===== src/rtl/novacore_cfg_pkg.sv =====
// Shared definitions for the fabric configuration loader: FSM states,
// header field layout (LSB-first) and the broadcast UID marker.
package novacore_cfg_pkg;

    typedef enum logic [2:0] {
        ST_IDLE   = 3'd0,
        ST_SWITCH = 3'd1,
        ST_LOAD   = 3'd2,
        ST_CHECK  = 3'd3,
        ST_ERR    = 3'd4
    } cfg_state_e;

    // Header layout: UID | DIM | COUNT | AUTOINC | LAST, packed from bit 0 upward.
    localparam int HDR_UID_LSB = 0;

    // All-ones UID addresses every tile; sliced down to the UID width in use.
    localparam logic [31:0] BCAST_UID = '1;

    function automatic int hdr_dim_lsb(input int uid_w);
        return HDR_UID_LSB + uid_w;
    endfunction

    function automatic int hdr_cnt_lsb(input int uid_w, input int dim_w);
        return hdr_dim_lsb(uid_w) + dim_w;
    endfunction

    function automatic int hdr_ainc_bit(input int uid_w, input int dim_w, input int cnt_w);
        return hdr_cnt_lsb(uid_w, dim_w) + cnt_w;
    endfunction

    function automatic int hdr_last_bit(input int uid_w, input int dim_w, input int cnt_w);
        return hdr_ainc_bit(uid_w, dim_w, cnt_w) + 1;
    endfunction

endpackage


===== src/rtl/novacore_cfg_loader.sv =====
// Streams configuration frames (header, payloads, XOR trailer) into the tile
// fabric, one write strobe per payload word, and switches fabric dimension.
//
// state  | meaning
// -------+-----------------------------------------------------------
// IDLE   | waiting for a frame header
// SWITCH | one-cycle dimension change before payloads (stream stalled)
// LOAD   | forwarding payload words to tiles, folding the checksum
// CHECK  | waiting for the trailer word to compare against the checksum
// ERR    | bad UID or checksum; stream stalled until reset
module novacore_cfg_loader
    import novacore_cfg_pkg::*;
#(
    parameter int GRID   = 7,
    parameter int CBUS_W = 58,
    parameter int UID_W  = 8,
    parameter int DIM_W  = 2,
    parameter int CNT_W  = 8
) (
    input  logic              clk,
    input  logic              rst,
    input  logic [CBUS_W-1:0] s_data,
    input  logic              s_valid,
    output logic              s_ready,
    output logic              mode,
    output logic [CBUS_W-1:0] c_bus,
    output logic [UID_W-1:0]  c_uid,
    output logic              c_clk,
    output logic [DIM_W-1:0]  c_dimension,
    output logic              c_dimswitch,
    output logic              busy,
    output logic              done,
    output logic              err
);

    localparam int DIM_LSB  = hdr_dim_lsb(UID_W);
    localparam int CNT_LSB  = hdr_cnt_lsb(UID_W, DIM_W);
    localparam int AINC_BIT = hdr_ainc_bit(UID_W, DIM_W, CNT_W);
    localparam int LAST_BIT = hdr_last_bit(UID_W, DIM_W, CNT_W);

    localparam logic [UID_W-1:0] LAST_TILE = UID_W'(GRID * GRID - 1);
    localparam logic [UID_W-1:0] BCAST     = BCAST_UID[UID_W-1:0];

    cfg_state_e state_q, state_d;

    logic              accept;
    logic [UID_W-1:0]  hdr_uid;
    logic [DIM_W-1:0]  hdr_dim;
    logic [CNT_W-1:0]  hdr_cnt;
    logic              hdr_ainc;
    logic              hdr_last;
    logic              hdr_bad;

    logic [UID_W-1:0]  uid_q;
    logic [CNT_W-1:0]  cnt_q;
    logic              ainc_q;
    logic              last_q;
    logic [DIM_W-1:0]  dim_q;
    logic [CBUS_W-1:0] csum_q;

    assign accept   = s_valid && s_ready;
    assign hdr_uid  = s_data[HDR_UID_LSB +: UID_W];
    assign hdr_dim  = s_data[DIM_LSB +: DIM_W];
    assign hdr_cnt  = s_data[CNT_LSB +: CNT_W];
    assign hdr_ainc = s_data[AINC_BIT];
    assign hdr_last = s_data[LAST_BIT];
    assign hdr_bad  = (hdr_uid > LAST_TILE) && (hdr_uid != BCAST);

    always_ff @(posedge clk) begin
        if (rst) begin
            state_q <= ST_IDLE;
        end else begin
            state_q <= state_d;
        end
    end

    always_comb begin
        state_d = state_q;
        s_ready = 1'b0;
        case (state_q)
            ST_IDLE: begin
                s_ready = 1'b1;
                if (accept) begin
                    if (hdr_bad) begin
                        state_d = ST_ERR;
                    end else if (hdr_dim != c_dimension) begin
                        state_d = ST_SWITCH;
                    end else begin
                        state_d = ST_LOAD;
                    end
                end
            end
            ST_SWITCH: begin
                state_d = ST_LOAD;
            end
            ST_LOAD: begin
                s_ready = 1'b1;
                if (accept && (cnt_q == '0)) begin
                    state_d = ST_CHECK;
                end
            end
            ST_CHECK: begin
                s_ready = 1'b1;
                if (accept) begin
                    state_d = (s_data == csum_q) ? ST_IDLE : ST_ERR;
                end
            end
            ST_ERR: begin
                state_d = ST_ERR;
            end
            default: begin
                state_d = ST_ERR;
            end
        endcase
    end

    always_ff @(posedge clk) begin
        if (rst) begin
            mode        <= 1'b0;
            c_bus       <= '0;
            c_uid       <= '0;
            c_clk       <= 1'b0;
            c_dimension <= '0;
            c_dimswitch <= 1'b0;
            busy        <= 1'b0;
            done        <= 1'b0;
            err         <= 1'b0;
            uid_q       <= '0;
            cnt_q       <= '0;
            ainc_q      <= 1'b0;
            last_q      <= 1'b0;
            dim_q       <= '0;
            csum_q      <= '0;
        end else begin
            c_clk       <= 1'b0;
            c_dimswitch <= 1'b0;
            done        <= 1'b0;
            case (state_q)
                ST_IDLE: begin
                    if (accept) begin
                        mode   <= 1'b0;
                        csum_q <= '0;
                        uid_q  <= hdr_uid;
                        cnt_q  <= hdr_cnt;
                        // Broadcast frames never walk the UID.
                        ainc_q <= hdr_ainc && (hdr_uid != BCAST);
                        last_q <= hdr_last;
                        dim_q  <= hdr_dim;
                        busy   <= !hdr_bad;
                        if (hdr_bad) begin
                            err <= 1'b1;
                        end
                    end
                end
                ST_SWITCH: begin
                    c_dimension <= dim_q;
                    c_dimswitch <= 1'b1;
                end
                ST_LOAD: begin
                    if (accept) begin
                        c_bus  <= s_data;
                        c_uid  <= uid_q;
                        c_clk  <= 1'b1;
                        csum_q <= csum_q ^ s_data;
                        if (ainc_q) begin
                            uid_q <= (uid_q == LAST_TILE) ? '0 : uid_q + UID_W'(1);
                        end
                        if (cnt_q != '0) begin
                            cnt_q <= cnt_q - CNT_W'(1);
                        end
                    end
                end
                ST_CHECK: begin
                    if (accept) begin
                        busy <= 1'b0;
                        if (s_data == csum_q) begin
                            done <= 1'b1;
                            if (last_q) begin
                                mode <= 1'b1;
                            end
                        end else begin
                            err <= 1'b1;
                        end
                    end
                end
                default: begin
                end
            endcase
        end
    end

endmodule


===== config.mk =====
export PLATFORM = sky130hd
export DESIGN_NAME = novacore_cfg_loader
export DESIGN_NICKNAME = d
export VERILOG_FILES = /design/src/rtl/novacore_cfg_pkg.sv /design/src/rtl/novacore_cfg_loader.sv
export SDC_FILE = /design/constraint.sdc
export NUM_CORES = 1
export LEC_CHECK = 0
export CORE_MARGIN = 8
export CORE_UTILIZATION = 56
export CTS_CLUSTER_SIZE = 40
export DETAILED_ROUTE_END_ITERATION = 16
export GPL_ROUTABILITY_DRIVEN = 0
export GPL_TIMING_DRIVEN = 0
export PLACE_DENSITY = 0.82
export SLEW_MARGIN = 20
export SYNTH_ARGS = -nofsm -noshare
export SYNTH_HDL_FRONTEND = slang
export SYNTH_SLANG_ARGS = --single-unit

===== constraint.sdc =====
create_clock -name clk -period 3.6 [get_ports clk]
set_input_delay 0.9 -clock clk [delete_from_list [all_inputs] [get_ports clk]]
set_output_delay 0.9 -clock clk [all_outputs]
set_load 0.1 [all_outputs]

=== Yosys cells after proc, flatten, opt, wreduce, memory -nomap -nowiden ===
Cells that the tools add are included.

* Register bits after elaboration: 155
* Word-level logic and storage cells: 97
* Output and inout bits: 75

* Equal/unequal tests: 17
* Muxes and demuxes: 35
* Bitwise gates (word level): 4
* Add/sub/neg operators: 2
* $lt $le $gt $ge: 1
* Reductions and logical operators: 22

{| class="wikitable"
|+ Operators by type and width
! operator !! number
|-
| $mux W58 || 2
|-
| $pmux W58 S2 || 1
|-
| $eq A58 B58 Y1 || 1
|-
| $xor A58 B58 Y58 || 1
|-
| $mux W8 || 7
|-
| $pmux W8 S2 || 2
|-
| $ne A2 B2 Y1 const B || 10
|-
| $mux W3 || 5
|-
| $mux W1 || 13
|-
| $pmux W3 S4 || 1
|-
| $reduce_and A5 Y1 || 2
|-
| $reduce_and A3 Y1 || 3
|-
| $add A8 B1 Y8 const B || 1
|-
| $eq A8 B6 Y1 const B || 1
|-
| $gt A8 B6 Y1 const B || 1
|-
| $logic_not A8 Y1 || 1
|-
| $ne A8 B8 Y1 const B || 1
|-
| $reduce_and A4 Y1 || 2
|-
| $reduce_bool A8 Y1 || 1
|-
| $sub A8 B1 Y8 const B || 1
|-
| $eq A3 B2 Y1 const B || 2
|-
| $pmux W1 S2 || 3
|-
| $reduce_or A3 Y1 || 2
|-
| $logic_and A1 B1 Y1 || 4
|-
| other kinds (9) || 13
|}

=== Depth between registers and ports, before layout ===
* Depth in word-level cells: 7
* Gate-level depth with buffers: 10
* Mapped depth without buffers: 8

=== Worst setup path after synthesis ===
No wires, ideal clock.

* Path kind: reg-to-output
* Start point: register state_q[2]
* End point: output port s_ready
* Path slack: 0.690 ns
* Data arrival time: 2.010 ns
* Stages on the path, launching flop included: 3
* Path buffers: 1
* Cells stage by stage: dfxtp_1 -> clkbuf_1 -> a21oi_1

* Cells in the longest elaborated chain, start to end: 3

{| class="wikitable"
|+ RTL lines
! item !! RTL line !! RTL
|-
| from (decl) || novacore_cfg_loader.sv:44 || <nowiki>cfg_state_e state_q, state_d;</nowiki>
|-
| from (signal assigned) || novacore_cfg_loader.sv:73 || <nowiki>state_q <= state_d;</nowiki>
|-
| $eq A3 B2 Y1 or $logic_not A3 Y1 (tied branches) || novacore_cfg_loader.sv:80 || <nowiki>case (state_q)</nowiki>
|-
| $reduce_or A3 Y1 (no source line) (*) || n/a ||
|-
| $mux W1 (*) || novacore_cfg_loader.sv:80 ||
|-
| to (decl) || novacore_cfg_loader.sv:24 || <nowiki>output logic s_ready,</nowiki>
|}

Mark *: on every way between the ends. The rest lies on a longest branch, timed or not.

=== Final worst setup path ===
* Start point: register state_q[1]
* End point: output port s_ready

The elaborated chain is that of the path after synthesis.

==> results.py <==
metrics = {
    "setup_path": {
        "r2r-end": "c_bus[4]",
        "worstPathRequired_ns": 2.70,
        "path_class": "reg -> out",
        "worstSetupStartpointType": "flop",
        "crit_path_max_fanout": 9,
        "cp_data_arrival_time_ns": 2.38,
        "r2r_slack_ns": 1.34,
        "ff2ff_path_depth": 7,
        "endpoint_kind": "primary output",
        "slowest_delay_ns": 1.16,
        "crit_path_top_delay_cell": "clkdlybuf4s50_1",
        "path_cells": "buf_2 > inv_1 > a21oi_1 > clkdlybuf4s50_1",
        "worstReg2RegStart": "state_q[1]",
    },
    "min_path": {
        "hold_path_end": "c_bus[15]",
        "min_from": "c_bus[15]",
        "whs_path_depth": 2,
        "hold_path_class": "reg -> reg",
    },
    "cells_and_area": {
        "drive_above_1_share_pct": 5.09,
        "multi_input_area_mm2": 0.00351,
        "seq_area_mm2": 0.00310,
        "num_antenna_cells": 0,
        "fillCellCount": 961,
        "area_delta_synth_final_pct": 30.6,
        "final_nets": 1132,
    },
    "logic_synthesis": {
        "syn_area_mm2": 0.00693,
        "synth_edf_count": 0,
        "syn_nets": 980,
        "synth_most_common_cell": "nand2_1",
        "synth_ff_type": "dfxtp_1",
        "ys_warn_count": 0,
        "synth.yosys.seq_area_share_pct": 44.7,
        "avgSynthCellArea_um2": 7.58,
        "ys_ff_latch": 155,
        "synthArstFlopShare_pct": 0,
        "yosys-top-cells-count": "177 x nand2_1, 155 x dfxtp_1, 121 x o21ai_1",
        "syn_inst": 915,
        "post_synth_num_cell_types": 45,
        "synth.largest_area_cell": "dfxtp_1",
        "synthTopCellsByArea": "dfxtp_1 45%, nand2_1 9.6%, o21ai_1 8.7%",
        "synth_top_area_share_pct": 44.7,
    },
    "global_routing": {
        "grtUsageTotal_pct": 26.5,
        "antenna_found_initial": 0,
        "grt_max_degree": 17,
        "busiest_layer": "met2",
        "grtUsageMet1_pct": 34.2,
        "use_met3_pct": 7.15,
        "overflow": 0,
        "grt_pass1_wl_um": 34100,
        "met2_usage_pct": 41.3,
        "grt_pass1_vias": 6624,
    },
    "die": {
        "fp.dieW_um": 127,
        "dieHeight_um": 127,
        "dieArea_mm2": 0.0162,
        "io_pins": 136,
        "start_util_pct": 57.5,
        "rows": 40,
        "core-area_mm2": 0.0121,
    },
    "placement": {
        "dp_hpwl_um": 15800,
        "io_buffers": 133,
    },
    "clocking": {
        "cts_buffers": 17,
        "h-tree-depth": 4,
        "clockBufferDepth": 2,
        "cts_resized": 0,
        "postCtsSetupBuffers": 0,
        "root_buffer": "clkbuf_16",
        "clk_pin_slew_ns": 0.06,
        "clk_latency_ns": 0.43,
        "cts_tree": "yes",
        "cts_sinks": 155,
        "hold_buffers": 0,
    },
    "timing": {
        "relSlewSlack_pct": 30.1,
        "finalSetupTns_ns": 0,
        "rsz0062_at_grt": "false",
        "min_period_ns": 3.28,
        "clock_skew_ns": 0.00685,
        "clock.fmax_ghz": 0.305,
        "drv_slew": 0,
        "tightest_slew_ns": 1.04,
        "hold_viol": 0,
        "whs_ns": 0.452,
        "fin_crit_sh_pct": 91.1,
        "setup_viol": 0,
    },
    "power": {
        "p_int_uw": 3000,
        "power_frac_clock_pct": 44.1,
        "swShare_pct": 25.5,
        "p_comb_share_pct": 11.7,
        "power.switching_uw": 1030,
        "powerDensity_mw_per_mm2": 445,
        "ir_drop_uv": 277,
        "leakagePower_uw": 0.00319,
        "power_frac_seq_pct": 44.2,
    },
    "route": {
        "route.detailed.drc": 0,
        "first_pass_iters": 7,
        "avgViaCountPerCell": 5.70,
        "routed_wl_um": 21600,
        "post_drt_wl_per_cell_um": 17.3,
        "ant_nets": 0,
        "vias": 7108,
        "drtIter0Drc": 683,
    },
    "outcome": {
        "outcome": "completed",
    },
    "job": {
        "maxCapViolations": 0,
    },
}
-- cell usage in the layout, fill, tap and decap left out, types with 7 or more instances in the layout --
cell,instances
xnor2_1,12
clkbuf_16,17
o21ai_1,121
nand4_1,14
inv_1,23
buf_2,16
nor3_1,7
nand3_1,8
o21ai_0,19
dfxtp_1,155
clkbuf_1,39
o2111ai_1,14
a22oi_1,12
clkdlybuf4s50_1,133
nor2_1,85
nor4_1,9
a21oi_1,83
nand2_1,177
nand2b_1,84
-- worst max-delay path, delay by kind of cell, from the launching register on --
family | cells | cell delay, ns
AOI/OAI and AO/OA | 1 | 0.18
buffers and inverters | 3 | 1.47
DFF | 1 | 0.30
-- power by group through the flow --
stage | sequential, uW | clock, uW | combinational (uW)
final | 1780 | 1770 | 471
after global routing | 1780 | 1850 | 504
after floorplan | 1870 | 0 | 214
after detailed placement | 1820 | 0 | 460
after global placement | 1820 | 0 | 458
after CTS | 1780 | 1770 | 465
-- through the flow --
| stage | power, uW | area (um2) | util, % | instances | setup slack [ns] |
|---|---|---|---|---|---|
| 2_1_floorplan | 2080 | 6930 | - | 915 | 0.690 |
| 3_3_place_gp | 2270 | 8480 | 70.3 | 1216 | 0.503 |
| 3_5_place_dp | 2280 | 8480 | 70.3 | 1216 | 0.507 |
| 4_1_cts | 4020 | 9060 | 75.1 | 1248 | 0.301 |
| 5_1_grt | 4140 | 9060 | 75.1 | 1248 | 0.245 |
| 6_report | 4030 | 9060 | 75.1 | 1248 | 0.319 |
-- how the worst max path moves through the flow --
stage                     from      end  cells past startpoint
floorplan           state_q[2]  s_ready                      2
global placement     s_data[2]     mode                      7
detailed placement   s_data[2]     mode                      7
CTS                 state_q[2]  s_ready                      3
global route        state_q[1]  s_ready                      4
finish              state_q[1]  s_ready                      4
-- routing by layer --
layer  wire, um  vias up
li1           -     3420
met1       9210     3305
met2       9670      341
met3       2240       42
met4        521        0
met5          0        -
-- cell type report --
cell class                 instances  share of cell area [%]
buffer                            54                    2.50
timing repair buffer             133                    14.7
multi-input combinational        682                    38.8
clock buffer                      24                    5.43
inverter                          24                   0.995
tap                              168                    2.32
clock inverter                     8                   0.995
sequential                       155                    34.3
-- cells by family after synthesis --
family | after synthesis | synth area share, %
adders and majority gates | 4 | 0.722
DFF | 155 | 44.7
AOI/OAI and AO/OA | 263 | 20.9
buffers and inverters | 78 | 4.57
xor gates and xnor gates | 13 | 1.64
and+or+nand+nor | 402 | 27.4
-- state kept, by name, summed over array words and instances (netlist names), 2 cells and up --
register	flops
cnt_q	8
uid_q	8
state_q	3
c_bus	58
dim_q	2
csum_q	58
c_dimension	2
c_uid	8
(Power assumes the default switching activity.)
